### config.mk
export PLATFORM = sky130hd
export DESIGN_NAME = multicycle_control_unit_flat
export DESIGN_NICKNAME = d
export VERILOG_FILES = /design/src/rtl/multicycle_control_unit_if.sv /design/src/rtl/multicycle_control_unit.sv /design/src/flat_wrapper.sv
export SDC_FILE = /design/constraint.sdc
export NUM_CORES = 1
export LEC_CHECK = 0
export BUFFER_PORTS_ARGS = -buffer_cell sky130_fd_sc_hd__buf_2
export CAP_MARGIN = 20
export CORE_MARGIN = 4
export CORE_UTILIZATION = 47
export DETAILED_ROUTE_END_ITERATION = 7
export PLACE_DENSITY = 0.88
export SYNTH_ARGS = -nofsm -noshare
export SYNTH_HDL_FRONTEND = slang
export SYNTH_SLANG_ARGS = --single-unit
### constraint.sdc
create_clock -name CLK -period 1.6 [get_ports CLK]
set_input_delay 0.08 -clock CLK [delete_from_list [all_inputs] [get_ports CLK]]
set_output_delay 0.08 -clock CLK [all_outputs]
set_load 0.005 [all_outputs]
### src/rtl/multicycle_control_unit_if.sv
// Control bundle between the multi-cycle control FSM and the MIPS datapath.
// master = control unit (drives the select lines), slave = datapath.
interface multicycle_control_unit_if #(
    parameter int STATE_W = 3
);
    logic [5:0]         opcode;
    logic               zero;
    logic               sign;
    logic [STATE_W-1:0] State;
    logic               PCWre;
    logic               IRWre;
    logic               InsMemRW;
    logic               RegWre;
    logic [1:0]         RegDst;
    logic               WrRegDSrc;
    logic               ALUSrcA;
    logic               ALUSrcB;
    logic               ExtSel;
    logic [2:0]         ALUOp;
    logic               mRD;
    logic               mWR;
    logic               DBDataSrc;
    logic [1:0]         PCSrc;

    modport master (
        input  opcode, zero, sign,
        output State, PCWre, IRWre, InsMemRW, RegWre, RegDst, WrRegDSrc,
               ALUSrcA, ALUSrcB, ExtSel, ALUOp, mRD, mWR, DBDataSrc, PCSrc
    );

    modport slave (
        output opcode, zero, sign,
        input  State, PCWre, IRWre, InsMemRW, RegWre, RegDst, WrRegDSrc,
               ALUSrcA, ALUSrcB, ExtSel, ALUOp, mRD, mWR, DBDataSrc, PCSrc
    );
endinterface

### src/rtl/multicycle_control_unit.sv
// Multi-cycle MIPS control FSM: IF/ID/EXE/MEM/WB sequencing, 2-5 cycles per instruction.
// Controls are combinational from state/opcode/flags and are all forced low while Reset is low.
module multicycle_control_unit #(
    parameter logic [5:0] HALT_OP = 6'b111111,
    parameter int         STATE_W = 3
) (
    input logic                       CLK,
    input logic                       Reset,
    multicycle_control_unit_if.master bus
);
    typedef enum logic [STATE_W-1:0] {
        S_IF   = STATE_W'(0),
        S_ID   = STATE_W'(1),
        S_EXE  = STATE_W'(2),
        S_MEM  = STATE_W'(3),
        S_WB   = STATE_W'(4),
        S_HALT = STATE_W'(7)
    } state_t;

    localparam logic [5:0] OP_ADD   = 6'b000000, OP_SUB  = 6'b000001, OP_ADDI  = 6'b000010;
    localparam logic [5:0] OP_OR    = 6'b010000, OP_AND  = 6'b010001, OP_ORI   = 6'b010010;
    localparam logic [5:0] OP_SLL   = 6'b011000, OP_SLT  = 6'b100110, OP_SLTIU = 6'b100111;
    localparam logic [5:0] OP_SW    = 6'b110000, OP_LW   = 6'b110001;
    localparam logic [5:0] OP_BEQ   = 6'b110100, OP_BNE  = 6'b110101, OP_BLTZ  = 6'b110110;
    localparam logic [5:0] OP_J     = 6'b111000, OP_JR   = 6'b111001, OP_JAL   = 6'b111010;

    state_t     state;
    logic       is_rtype, is_itype, is_branch, is_jump, is_defined;
    logic       src_a, src_b, ext_sel, taken, is_mem;
    logic [2:0] alu_op;

    always_comb begin
        is_rtype   = 1'b0;
        is_itype   = 1'b0;
        is_branch  = 1'b0;
        is_jump    = 1'b0;
        is_defined = 1'b1;
        alu_op     = 3'b000;
        src_a      = 1'b0;
        src_b      = 1'b0;
        case (bus.opcode)
            OP_ADD:   is_rtype = 1'b1;
            OP_SUB:   begin is_rtype = 1'b1; alu_op = 3'b001; end
            OP_ADDI:  begin is_itype = 1'b1; src_b = 1'b1; end
            OP_OR:    begin is_rtype = 1'b1; alu_op = 3'b011; end
            OP_AND:   begin is_rtype = 1'b1; alu_op = 3'b100; end
            OP_ORI:   begin is_itype = 1'b1; src_b = 1'b1; alu_op = 3'b011; end
            OP_SLL:   begin is_rtype = 1'b1; src_a = 1'b1; alu_op = 3'b010; end
            OP_SLT:   begin is_rtype = 1'b1; alu_op = 3'b101; end
            OP_SLTIU: begin is_itype = 1'b1; src_b = 1'b1; alu_op = 3'b110; end
            OP_SW:    src_b = 1'b1;
            OP_LW:    begin is_itype = 1'b1; src_b = 1'b1; end
            OP_BEQ, OP_BNE, OP_BLTZ: begin is_branch = 1'b1; alu_op = 3'b001; end
            OP_J, OP_JR, OP_JAL:     is_jump = 1'b1;
            default:  is_defined = 1'b0;
        endcase
        ext_sel = (bus.opcode != OP_ORI);
        is_mem  = (bus.opcode == OP_LW) || (bus.opcode == OP_SW);
        taken   = ((bus.opcode == OP_BEQ)  &&  bus.zero) ||
                  ((bus.opcode == OP_BNE)  && !bus.zero) ||
                  ((bus.opcode == OP_BLTZ) &&  bus.sign);
    end

    always_ff @(posedge CLK or negedge Reset) begin
        if (!Reset) begin
            state <= S_IF;
        end else begin
            case (state)
                S_IF:  state <= S_ID;
                S_ID: begin
                    if (bus.opcode == HALT_OP)       state <= S_HALT;
                    else if (is_jump || !is_defined) state <= S_IF;
                    else                             state <= S_EXE;
                end
                S_EXE: begin
                    if (is_branch)   state <= S_IF;
                    else if (is_mem) state <= S_MEM;
                    else             state <= S_WB;
                end
                S_MEM:   state <= (bus.opcode == OP_LW) ? S_WB : S_IF;
                S_WB:    state <= S_IF;
                S_HALT:  state <= S_HALT;
                default: state <= S_IF;
            endcase
        end
    end

    always_comb begin
        bus.State     = state;
        bus.PCWre     = 1'b0;
        bus.IRWre     = 1'b0;
        bus.InsMemRW  = 1'b0;
        bus.RegWre    = 1'b0;
        bus.RegDst    = 2'b00;
        bus.WrRegDSrc = 1'b0;
        bus.ALUSrcA   = 1'b0;
        bus.ALUSrcB   = 1'b0;
        bus.ExtSel    = 1'b0;
        bus.ALUOp     = 3'b000;
        bus.mRD       = 1'b0;
        bus.mWR       = 1'b0;
        bus.DBDataSrc = 1'b0;
        bus.PCSrc     = 2'b00;
        if (Reset) begin
            // ALU controls stay decoded through MEM and WB so the datapath result holds.
            if (state == S_EXE || state == S_MEM || state == S_WB) begin
                bus.ALUOp   = alu_op;
                bus.ALUSrcA = src_a;
                bus.ALUSrcB = src_b;
                bus.ExtSel  = ext_sel;
            end
            case (state)
                S_IF: begin
                    bus.IRWre    = 1'b1;
                    bus.InsMemRW = 1'b1;
                end
                S_ID: begin
                    if (bus.opcode == OP_J || bus.opcode == OP_JAL) begin
                        bus.PCWre = 1'b1;
                        bus.PCSrc = 2'b11;
                        bus.RegWre = (bus.opcode == OP_JAL);
                    end else if (bus.opcode == OP_JR) begin
                        bus.PCWre = 1'b1;
                        bus.PCSrc = 2'b10;
                    end else if (!is_defined && bus.opcode != HALT_OP) begin
                        bus.PCWre = 1'b1;
                    end
                end
                S_EXE: begin
                    if (is_branch) begin
                        bus.PCWre = 1'b1;
                        bus.PCSrc = taken ? 2'b01 : 2'b00;
                    end
                end
                S_MEM: begin
                    bus.mRD   = (bus.opcode == OP_LW);
                    bus.mWR   = (bus.opcode == OP_SW);
                    bus.PCWre = (bus.opcode == OP_SW);
                end
                S_WB: begin
                    bus.RegWre    = 1'b1;
                    bus.WrRegDSrc = 1'b1;
                    bus.PCWre     = 1'b1;
                    bus.DBDataSrc = (bus.opcode == OP_LW);
                    bus.RegDst    = is_rtype ? 2'b10 : (is_itype ? 2'b01 : 2'b00);
                end
                default: ;
            endcase
        end
    end
endmodule

### src/flat_wrapper.sv
// flat-port wrapper written by rule: the top's interface ports become plain ports
module multicycle_control_unit_flat 
#(
    parameter logic [5:0] HALT_OP = 6'b111111,
    parameter int         STATE_W = 3
)
  (CLK, Reset, bus_opcode, bus_zero, bus_sign, bus_State, bus_PCWre, bus_IRWre, bus_InsMemRW, bus_RegWre, bus_RegDst, bus_WrRegDSrc, bus_ALUSrcA, bus_ALUSrcB, bus_ExtSel, bus_ALUOp, bus_mRD, bus_mWR, bus_DBDataSrc, bus_PCSrc);
  multicycle_control_unit_if #(.STATE_W(STATE_W)) bus_i ();
  input logic CLK;
  input logic Reset;
  input wire logic [$bits(bus_i.opcode)-1:0] bus_opcode;
  input wire logic [$bits(bus_i.zero)-1:0] bus_zero;
  input wire logic [$bits(bus_i.sign)-1:0] bus_sign;
  output wire logic [$bits(bus_i.State)-1:0] bus_State;
  output wire logic [$bits(bus_i.PCWre)-1:0] bus_PCWre;
  output wire logic [$bits(bus_i.IRWre)-1:0] bus_IRWre;
  output wire logic [$bits(bus_i.InsMemRW)-1:0] bus_InsMemRW;
  output wire logic [$bits(bus_i.RegWre)-1:0] bus_RegWre;
  output wire logic [$bits(bus_i.RegDst)-1:0] bus_RegDst;
  output wire logic [$bits(bus_i.WrRegDSrc)-1:0] bus_WrRegDSrc;
  output wire logic [$bits(bus_i.ALUSrcA)-1:0] bus_ALUSrcA;
  output wire logic [$bits(bus_i.ALUSrcB)-1:0] bus_ALUSrcB;
  output wire logic [$bits(bus_i.ExtSel)-1:0] bus_ExtSel;
  output wire logic [$bits(bus_i.ALUOp)-1:0] bus_ALUOp;
  output wire logic [$bits(bus_i.mRD)-1:0] bus_mRD;
  output wire logic [$bits(bus_i.mWR)-1:0] bus_mWR;
  output wire logic [$bits(bus_i.DBDataSrc)-1:0] bus_DBDataSrc;
  output wire logic [$bits(bus_i.PCSrc)-1:0] bus_PCSrc;
  assign bus_i.opcode = bus_opcode;
  assign bus_i.zero = bus_zero;
  assign bus_i.sign = bus_sign;
  assign bus_State = bus_i.State;
  assign bus_PCWre = bus_i.PCWre;
  assign bus_IRWre = bus_i.IRWre;
  assign bus_InsMemRW = bus_i.InsMemRW;
  assign bus_RegWre = bus_i.RegWre;
  assign bus_RegDst = bus_i.RegDst;
  assign bus_WrRegDSrc = bus_i.WrRegDSrc;
  assign bus_ALUSrcA = bus_i.ALUSrcA;
  assign bus_ALUSrcB = bus_i.ALUSrcB;
  assign bus_ExtSel = bus_i.ExtSel;
  assign bus_ALUOp = bus_i.ALUOp;
  assign bus_mRD = bus_i.mRD;
  assign bus_mWR = bus_i.mWR;
  assign bus_DBDataSrc = bus_i.DBDataSrc;
  assign bus_PCSrc = bus_i.PCSrc;
  multicycle_control_unit #(.HALT_OP(HALT_OP), .STATE_W(STATE_W)) u_core (.CLK(CLK), .Reset(Reset), .bus(bus_i));
endmodule
==> metrics.txt <==
Fin Setup TNS=-0.106 ns; Synth top cells by count=nor2_1 (14), o21ai_0 (9), buf_2 (8); fmax=611 MHz; CTS Buf Count=3; CP endpoint=bus_PCSrc[0]; share of layout cells above drive strength 1=0.386; maximum fanout along the worst path=3; Synth area leader=dfrtp_1; PortBufs=30; Netlist cell types=47; fraction of registers with async set/reset=1.00; Final setup viols=5; Period minus WS final=1.64 ns; clk buf depth=2; Max stage delay on crit path=0.39 ns; RSZ-0062 raised after global routing=yes; remaining antenna violation count after routing=0; 1st-iter DRT viols=22; Final Slew Violations=0; residual DRC count=0; die area=2270 sq um; number of synthesized flops with an enable pin=0; routed vias/inst=6.11; most common cell in the netlist=nor2_1; failing checks=negative setup slack; fin area=983 sq um; Placed Cells=155; final hold viol count=0; worst r2r src=u_core.bus.State[1]; Yosys reg bits=3; H-tree level count=1; CP Capture Type=primary output; sequential share of the synthesized area=0.102; largest net degree at the start of global routing=17; core area=1490 sq um; pwr dens=775 nW/um^2; final WL=2.42 mm; post-layout util=0.661; DR vias=984; status=complete, but fails checks; IO Pins=31; FP Rows=14; drt first pass iters=4; CP Launch Type=flop; HPWL Detailed=1.73 mm; die width=47.7 microns; Tcrit/Tclk final=1.02; WL/cell=15.0 microns; GRT overflow=0; Post-DP Area=902 sq um; Synth area leaders=dfrtp_1 (10%), nor2_1 (7.1%), o21ai_0 (6.1%); CTS tree=built; Nets=156; area delta synth->final=33.0%; initial antenna violation count=0; Clock transition at path regs=0.05 ns; vias in the first global route=869; CP max stage cell=dfrtp_1; die span in y=47.7 microns; worst-path cell chain=inv_2, or3_4, o32a_1, nor2_1, buf_2; Fin Clk Skew=0.00884 ns; fin worst setup slack=-0.0369 ns; Arr. time, crit path=1.56 ns; Finished Layout Cells=161; Worst R2R Setup Slack=0.19 ns; Peak VDD IR=0.353 mV; max-cap viol count=0; Root Driver=clkbuf_4; Post-Syn Nets=122; total global-route track usage=0.229; synth warn=0; first-pass GRT wire length=3.69 mm; RD Place Congestion=0.906; Worst R2R End=u_core.bus.State[1]; Worst-Margin Slew=0.369 ns; Avg Cell Area, Syn=6.60 sq um; Inserted Diodes=0; Worst Hold Class=in -> async; crit path from=u_core.bus.State[1]; Worst Reg-to-Reg Cells=5; leakage power=0.464 nW; Largest register FFs=3; TritonCTS Sinks=3; slew margin rel.=0.752; Main synth FF type=dfrtp_1; CP Class=reg -> out; Post-Synthesis Cell Area=739 sq um; Worst-Skew Late Latency=0.26 ns; Post-Syn Instances=112; top-area cell type share of the netlist area=0.102; CP required=1.52 ns; starting density of the core=0.497
==> metrics by stage <==
step           hold slack, ns  worst slack [ns]  power [mW]
6_report                0.255           -0.0369       0.763
5_1_grt                 0.280            -0.107       0.816
3_3_place_gp          -0.0958             0.206       0.554
2_1_floorplan          -0.216             0.161       0.409
4_1_cts                 0.236           -0.0343       0.736
3_5_place_dp          -0.0939             0.157       0.561
==> worst max-delay path, delay by kind of cell, from the launching register on <==
| family | cells | cell delay, ns |
|---|---|---|
| compound gates | 1 | 0.29 |
| simple gates | 2 | 0.45 |
| flops | 1 | 0.39 |
| buf+inv | 2 | 0.19 |
==> logic make-up after synthesis <==
logic type                synth area share
and+or+nand+nor                      0.474
DFF                                  0.102
muxes                               0.0152
xor gates and xnor gates            0.0118
buffers and inverters                0.122
AOI/OAI and AO/OA                    0.276
==> worst min path at each step <==
stage,to
after floorplan,u_core.bus.State[0]
after global placement,u_core.bus.State[0]
after detailed placement,u_core.bus.State[0]
after CTS,u_core.bus.State[2]
after global routing,u_core.bus.State[2]
final,u_core.bus.State[2]
==> timing repair <==
item,in CTS,in global routing
gates cloned,0,0
endpoints found under the setup margin,9,11
gates resized for setup,6,3
endpoints found under the hold margin,3,0
pin swaps,2,1
buffers inserted,0,1
hold buffers,1,0
==> layout make-up <==
class                           instances  area, sq um
Clock buffer                            4         26.3
Fill cell                             137          505
Inverter                                4         15.0
Multi-Input combinational cell         93          611
Sequential cell                         3         76.3
Tap cell                               16         20.0
Timing Repair Buffer                   41          235
==> layer usage <==
metal,vias up,global-route usage,part of all wire
met1,452,0.287,0.44
li1,481,-,-
met3,6,0.0338,0.081
met5,-,0,0
met4,0,0.129,0.022
met2,45,0.372,0.46
==> report_power, final <==
part | switching [mW] | total (mW) | internal [mW]
Combinational | 0.261 | 0.480 | 0.219
Clock | 0.0604 | 0.155 | 0.0948
Sequential | 0.0274 | 0.128 | 0.100
Total | 0.349 | 0.763 | 0.414
==> layout by cell type, fill, tap and decap left out, drive strengths merged, types with 2 or more instances in the layout <==
cell type  netlist  routed
a2bb2oi          2       2
clkbuf           1       4
a211oi           2       2
or2              2       2
nand3            6       6
or3              4       4
nor2b            4       4
nand3b           2       2
a21oi            2       2
nor3             7       7
nand2b           3       3
and3             2       2
inv              4       4
nor3b            2       2
o21ai           10      10
a31oi            4       4
nand2            6       6
nor4             2       2
dfrtp            3       3
buf             11      40
nor2            14      14
Power figures use the tool's default switching activity.
